$ cat config.mk
export PLATFORM = sky130hd
export DESIGN_NAME = laser_beacon_tracker
export DESIGN_NICKNAME = d
export VERILOG_FILES = /design/src/rtl/laser_beacon_tracker.sv
export SDC_FILE = /design/constraint.sdc
export NUM_CORES = 1
export LEC_CHECK = 0
export BUFFER_PORTS_ARGS = -buffer_cell sky130_fd_sc_hd__buf_2
export CORE_MARGIN = 2
export CORE_UTILIZATION = 50
export CTS_CLUSTER_DIAMETER = 30
export DETAILED_ROUTE_END_ITERATION = 10
export PLACE_DENSITY_LB_ADDON = 0.15
export SKIP_LAST_GASP = 1
export SLEW_MARGIN = 20
export SYNTH_ARGS = -nofsm -noshare
export SYNTH_HDL_FRONTEND = slang
export SYNTH_SLANG_ARGS = --single-unit
$ cat constraint.sdc
create_clock -name clk -period 4.5 [get_ports clk]
set_clock_uncertainty 0.1 [all_clocks]
set_input_delay 0.9 -clock clk [delete_from_list [all_inputs] [get_ports clk]]
set_output_delay 0.9 -clock clk [all_outputs]
set_load 0.02 [all_outputs]
$ cat src/rtl/laser_beacon_tracker.sv
// Turret beacon tracker: synchronised x4 quadrature position counter zeroed by the index pulse,
// plus a FIFO of {start, end, revolution} beacon records. Optional input glitch filter: LASER_FILTER_EN.
module laser_beacon_tracker #(
   parameter int POS_W             = 16,
   parameter int REV_W             = 8,
   parameter int DEPTH             = 8,
   parameter bit SIGNAL_ACTIVE_LOW = 1'b1,
   parameter int FILTER_LEN        = 4
) (
   input  logic                     clk,
   input  logic                     reset,
   input  logic                     Laser_signal,
   input  logic                     Laser_sync,
   input  logic                     Laser_cod_A,
   input  logic                     Laser_cod_B,
   output logic [POS_W-1:0]         position,
   output logic [REV_W-1:0]         rev_count,
   output logic [POS_W-1:0]         rev_period,
   output logic                     rd_valid,
   input  logic                     rd_ready,
   output logic [POS_W-1:0]         rd_start,
   output logic [POS_W-1:0]         rd_end,
   output logic [REV_W-1:0]         rd_rev,
   output logic [$clog2(DEPTH):0]   fifo_level,
   output logic                     overflow
);

   localparam int AW = $clog2(DEPTH);

   // Pin vector order: [3] signal, [2] sync, [1] encoder A, [0] encoder B.
   localparam logic [3:0] PIN_IDLE = {SIGNAL_ACTIVE_LOW, 3'b000};

   if (DEPTH < 2 || (DEPTH & (DEPTH - 1)) != 0 || FILTER_LEN < 1) begin : g_bad_params
      $error("laser_beacon_tracker: DEPTH must be a power of two >= 2 and FILTER_LEN >= 1");
   end

   typedef enum logic {IDLE, ACTIVE} state_t;

   typedef struct packed {
      logic [POS_W-1:0] start_pos;
      logic [POS_W-1:0] end_pos;
      logic [REV_W-1:0] rev;
   } rec_t;

   logic [3:0] pins, sync1, sync2, cur, prv;

   assign pins = {Laser_signal, Laser_sync, Laser_cod_A, Laser_cod_B};

   // NOTE: every clocked block uses non-blocking assignments so all registers update from pre-edge values.
   always_ff @(posedge clk) begin
      if (reset) begin
         sync1 <= PIN_IDLE;
         sync2 <= PIN_IDLE;
      end else begin
         sync1 <= pins;
         sync2 <= sync1;
      end
   end

`ifdef LASER_FILTER_EN
   localparam int CW = $clog2(FILTER_LEN + 1);

   logic [3:0]    flt;
   logic [CW-1:0] flt_cnt [4];

   // A pin's filtered level follows only after FILTER_LEN consecutive samples at the new level.
   always_ff @(posedge clk) begin
      if (reset) begin
         flt <= PIN_IDLE;
         for (int i = 0; i < 4; i++) flt_cnt[i] <= '0;
      end else begin
         for (int i = 0; i < 4; i++) begin
            if (sync2[i] != flt[i]) begin
               if (flt_cnt[i] == CW'(FILTER_LEN - 1)) begin
                  flt[i]     <= sync2[i];
                  flt_cnt[i] <= '0;
               end else begin
                  flt_cnt[i] <= flt_cnt[i] + 1'b1;
               end
            end else begin
               flt_cnt[i] <= '0;
            end
         end
      end
   end

   assign cur = flt;
`else
   assign cur = sync2;
`endif

   always_ff @(posedge clk) begin
      if (reset) prv <= PIN_IDLE;
      else       prv <= cur;
   end

   logic beacon_on, beacon_was, start_edge, end_edge, sync_rise, step_en, step_up;

   assign beacon_on  = cur[3] ^ SIGNAL_ACTIVE_LOW;
   assign beacon_was = prv[3] ^ SIGNAL_ACTIVE_LOW;
   assign start_edge = beacon_on & ~beacon_was;
   assign end_edge   = ~beacon_on & beacon_was;
   assign sync_rise  = cur[2] & ~prv[2];
   assign step_en    = cur[1] ^ prv[1] ^ cur[0] ^ prv[0];
   assign step_up    = cur[1] ^ prv[0];

   // The index pulse wins over a coincident encoder step; that step is lost.
   always_ff @(posedge clk) begin
      if (reset) begin
         position   <= '0;
         rev_count  <= '0;
         rev_period <= '0;
      end else if (sync_rise) begin
         rev_period <= position;
         position   <= '0;
         rev_count  <= rev_count + 1'b1;
      end else if (step_en) begin
         position <= step_up ? position + 1'b1 : position - 1'b1;
      end
   end

   state_t           state, state_nxt;
   logic             push, latch_start;
   logic [POS_W-1:0] start_pos;
   logic [REV_W-1:0] start_rev;

   always_ff @(posedge clk) begin
      if (reset) state <= IDLE;
      else       state <= state_nxt;
   end

   // NOTE: defaults first so every path assigns every output and no latch is inferred.
   always_comb begin
      state_nxt   = state;
      push        = 1'b0;
      latch_start = 1'b0;
      case (state)
         IDLE: begin
            if (start_edge) begin
               latch_start = 1'b1;
               state_nxt   = ACTIVE;
            end
         end
         ACTIVE: begin
            if (sync_rise) begin
               state_nxt = IDLE;
            end else if (end_edge) begin
               push      = 1'b1;
               state_nxt = IDLE;
            end
         end
         default: state_nxt = IDLE;
      endcase
   end

   // A start coinciding with the index pulse belongs to the new revolution.
   always_ff @(posedge clk) begin
      if (reset) begin
         start_pos <= '0;
         start_rev <= '0;
      end else if (latch_start) begin
         start_pos <= sync_rise ? '0 : position;
         start_rev <= sync_rise ? rev_count + 1'b1 : rev_count;
      end
   end

   rec_t          mem [DEPTH];
   logic [AW-1:0] wr_ptr, rd_ptr;
   logic [AW:0]   level;
   logic          full, pop, accept;

   assign full   = (level == (AW + 1)'(DEPTH));
   assign pop    = rd_valid & rd_ready;
   assign accept = push & (~full | pop);

   // NOTE: storage is left unreset; pointers and level alone define which entries are valid.
   always_ff @(posedge clk) begin
      if (accept) mem[wr_ptr] <= '{start_pos: start_pos, end_pos: position, rev: start_rev};
   end

   always_ff @(posedge clk) begin
      if (reset) begin
         wr_ptr   <= '0;
         rd_ptr   <= '0;
         level    <= '0;
         overflow <= 1'b0;
      end else begin
         if (accept) wr_ptr <= wr_ptr + 1'b1;
         if (pop)    rd_ptr <= rd_ptr + 1'b1;
         case ({accept, pop})
            2'b10:   level <= level + 1'b1;
            2'b01:   level <= level - 1'b1;
            default: level <= level;
         endcase
         if (push & full & ~pop) overflow <= 1'b1;
      end
   end

   assign rd_valid   = (level != '0);
   assign fifo_level = level;
   assign rd_start   = mem[rd_ptr].start_pos;
   assign rd_end     = mem[rd_ptr].end_pos;
   assign rd_rev     = mem[rd_ptr].rev;

endmodule

== Word-level counts from Yosys, hierarchy flattened ==
Memories as Yosys holds them, arrays and structs flattened. A register that Yosys moved wholly into a read port is not among the register bits.
Index checks and enable logic that the tools add are counted.
Word-level totals
  register bits after elaboration: 88
  memory bits (writable): 320
  input port bits: 7
  output and inout bits: 86
  logic and storage cells: 61
  memories kept: 1
Memory list
  mem: words 8, width 40, rd ports 1, clocked after Yosys merged registers in 1, wr ports 1, RTL line 167  | rec_t mem [DEPTH];
Operators by class
  $add $sub $neg: 7
  equal/unequal tests: 3
  muxes and demuxes: 16
  bitwise operators: 18
  reductions and logical operators: 3
Operators with widths (count)
  $mux 16: 2
  $add 16x1->16 const B: 1
  $sub 16x1->16 const B: 1
  $mux 1: 9
  $add 8x1->8 const B: 1
  $mux 8: 1
  $pmux 4 s2: 1
  $and 1x1->1: 7
  $add 3x1->3 const B: 2
  $mux 3: 2
  $not 1->1: 6
  $add 4x1->4 const B: 1
  $eq 4x4->1 const B: 1
  $reduce_bool 4->1: 1
  $sub 4x1->4 const B: 1
  $xor 1x1->1: 4
  $eq 2x1->1 const B: 1
  $eq 2x2->1 const B: 1
  $pmux 1 s2: 1
  $reduce_bool 2->1: 1
  $reduce_or 2->1: 1
  $or 1x1->1: 1

== Depth between registers and ports, before layout ==
  depth in word-level cells: 8
  gate-level depth with buffers: 9
  depth with buffers taken out: 8

== Worst setup path after synthesis ==
OpenSTA, ideal clock, no wires.
  path type: input to register
  start point: input port rd_ready
  end point: memory mem[0][0] in the netlist's numbering, enable pin
  library setup time: 0.487 ns
  arrival: 4.307 ns
  data required time: 3.913 ns
  path slack: -0.394 ns
  stages: 4
  buffers on the path: 0
  cells stage by stage: inv_1 a311oi_2 nand2b_1 nor3_1
On the way
  longest elaborated chain between the ends: 5
Ends and longest elaborated chain
  start: declaration: RTL line 20  | input logic rd_ready,
  $and 1x1->1: RTL line 173  | assign pop = rd_valid & rd_ready;
  $or 1x1->1: RTL line 174  | assign accept = push & (~full | pop);
  $and 1x1->1: RTL line 174
  $mux 1: RTL line 178  | if (accept) mem[wr_ptr] <= '{start_pos: start_pos, end_pos: position, rev: start_rev};
  $mux 1 (implied by the code): RTL line 178
  end: declaration: RTL line 167
No other way between the ends.

==> out/results.ini <==
[pwr]
clkPwrFrac_pct = 51.3
leakagePower_uw = 0.006837
peakVddDrop_mv = 0.3891
power.density_nw_per_um2 = 591.7
power_uw = 11750
swShare_pct = 23.71
p_int_uw = 8962
combPwrFrac_pct = 12.0
p_sw_uw = 2786
p_seq_share_pct = 36.8

[min_path]
hold_end = cur[3]
min_from = sync1[3]
min_path_type = flop to flop
hold_depth = 1

[cts]
cts_hold_buf = 0
cts_tree = yes
cts.sinks = 411
htreeDepth = 3
cts.path.max_buffers = 3
cts_buffers = 77
clk_pin_slew_ns = 0.04
ctsResizeCount = 0
worstSkewPairLatency_ns = 0.57
cts_root_buf = clkbuf_16
post_cts_buffers = 0

[sta]
period_needed_ns = 3.633
fmax_mhz = 275.3
setup_violations = 0
tightest_slew_ns = 1.086
finalMaxSlewViolations = 0
fin_setup_tns_ns = 0
slew_headroom_pct = 27.05
period_share_pct = 80.73
finalHoldViolCount = 0
rsz0062_at_grt = no

[logic_synthesis]
synth_compound_area_share_pct = 3.513
synth_ff_type = edfxtp_1
syn_area_um2 = 15990
synth.top_cell.area_share_pct = 60.09
async_reset_ff_share_pct = 0
syn_inst = 941
seq_area_frac_synth_pct = 71.49
synth_xor_area_share_pct = 1.424
yosys.area_share.simple_pct = 7.261
synth_common_cells = edfxtp_1, dfxtp_1, mux4_2, nand2_1, nor2_1
synth_most_common_cell = edfxtp_1
synth_top_family_by_area = multiplexers
syn_area_per_cell_um2 = 16.99
synth_area_leaders = edfxtp_1, dfxtp_1, mux4_2
synth-edff-count = 320
muxShareOfSynthArea_pct = 14.33
synth_nets = 953
yosys.cell_types.count = 60
synth_fa_ha_area_share_pct = 0.3912
yosysTopAreaCell = edfxtp_1
ys_warn_count = 0
ys_ff_latch = 411

[floorplan]
fp.dieH_um = 182.8
num_rows = 65
die_w_um = 182.8
core_um2 = 31560
die_area_um2 = 33430
initial_core_util_pct = 50.67
num_io_pins = 93

[worst_setup_path]
criticalPathCategory = flop to output port
cp_max_fo = 27
required_ns = 3.50
critical_path.startpoint_type = flop
cp_cell_sequence = buf_4, mux4_2, mux2_2, buf_2
critPathArrivalTime_ns = 2.63
cpMaxStageDelayCell = mux4_2
timing.rr.end = mem[4][0]
max_stage_delay_ns = 0.59
cp-end-kind = output port
crit_family = multiplexers
reg2reg_depth = 6
r2r-start = cur[2]
crit_buf_inv = 2
r2r_slack_ns = 1.62

[detailed_routing]
avgRoutedWirePerCell_um = 22.19
ant_nets = 0
drc = 0
vias_per_cell = 5.729
wl_um = 34330
vias = 8863
first_pass_iters = 5
drt_iter0_drc = 689

[global_route]
antenna_found_initial = 0
grt_pass1_wl_um = 53460
grt_max_degree = 71
grt_usage_pct = 21.05
gr-total-overflow = 0
grt_pass1_vias = 9050

[cells_and_area]
utilization_pct = 62.92
final_nets = 1093
drive_gt1_share_pct = 34.50
diodes = 0
fillers = 2241
synthToLayoutAreaGrowth_pct = 24.17

[placement]
portBuffers = 92
place_congestion = 0.8584
dp_hpwl_um = 19510

[job]
drv_cap = 0

[outcome]
status = finished, final reports clean

## power by group through the flow
| stage | clock, uW | sequential [uW] | combinational, uW |
|---|---|---|---|
| 4_1_cts | 6110 | 4320 | 1440 |
| 3_3_place_gp | 0 | 4390 | 1420 |
| 6_report | 6020 | 4320 | 1410 |
| 2_1_floorplan | 0 | 4330 | 1110 |
| 3_5_place_dp | 0 | 4390 | 1430 |
| 5_1_grt | 6290 | 4330 | 1530 |
## stage by stage
stage | area (um2) | hold WS, ns | worst slack [ns] | instances
6_report | 19860 | 0.3080 | 0.8672 | 1547
5_1_grt | 19860 | 0.3146 | 0.6973 | 1547
4_1_cts | 19860 | 0.3062 | 0.7826 | 1547
3_5_place_dp | 17070 | 0.2937 | 1.216 | 1404
3_3_place_gp | 17070 | 0.2946 | 1.276 | 1404
2_1_floorplan | 16000 | 0.2895 | 0.6749 | 941
## layout make-up
type / count / area, um2 / share of cell area, %
multi-input cells: 468 / 4380 / 22.06
well taps: 402 / 503.0 / 2.533
inverters: 3 / 11.26 / 0.05671
repair buffers: 120 / 733.2 / 3.693
clock inverters: 46 / 673.1 / 3.390
clock buffers: 97 / 2115 / 10.65
flip-flops and latches: 411 / 11440 / 57.62
## layer usage
| layer | GRT usage, % | up-vias | wire length, um |
|---|---|---|---|
| li1 | - | 3998 | - |
| met1 | 30.14 | 4537 | 15390 |
| met2 | 33.25 | 280 | 16510 |
| met3 | 3.852 | 48 | 1834 |
| met4 | 6.592 | 0 | 601 |
| met5 | 0 | - | 0 |
## worst max-delay path by stage
stage / cells past startpoint / endpoint / slack (ns) / start
2_1_floorplan: 4 / mem[6][0] / 0.67 / rd_ready
3_3_place_gp: 6 / mem[4][4] / 1.28 / rd_ready
3_5_place_dp: 6 / mem[4][2] / 1.22 / rd_ready
4_1_cts: 4 / rd_rev[1] / 0.78 / flop
5_1_grt: 4 / rd_rev[1] / 0.70 / flop
6_report: 4 / rd_rev[5] / 0.87 / flop
## sequential cells by signal, indices dropped and copies added, names as in the netlist, named ones only
signal / flops
state: 1
prv: 4
rd_ptr: 3
start_pos: 16
overflow: 1
sync1: 4
wr_ptr: 3
rev_count: 8
cur: 4
mem: 320
start_rev: 8
rev_period: 16
fifo_level: 4
position: 16
## cells by family (layout without fill, tap and decap cells)
| family | after synthesis | after routing |
|---|---|---|
| AOI/OAI and AO/OA | 83 | 83 |
| xor gates and xnor gates | 26 | 26 |
| adders and majority gates | 5 | 5 |
| buffers and inverters | 62 | 266 |
| DFF | 411 | 411 |
| muxes | 124 | 124 |
| and+or+nand+nor | 230 | 230 |
## layout by cell type, fill, tap and decap left out, drive strengths merged, types with 8 or more instances in the layout
master / netlist / routed
buf: 14 / 120
nand2: 68 / 68
dfxtp: 91 / 91
xor2: 17 / 17
nor2b: 11 / 11
nor3: 19 / 19
clkbuf: 45 / 97
nor4: 8 / 8
nor2: 47 / 47
mux4: 80 / 80
edfxtp: 320 / 320
a21oi: 42 / 42
nand3: 31 / 31
bufinv: 0 / 13
mux2: 40 / 40
inv: 3 / 12
xnor2: 9 / 9
clkinv: 0 / 17
(Power assumes the default switching activity.)
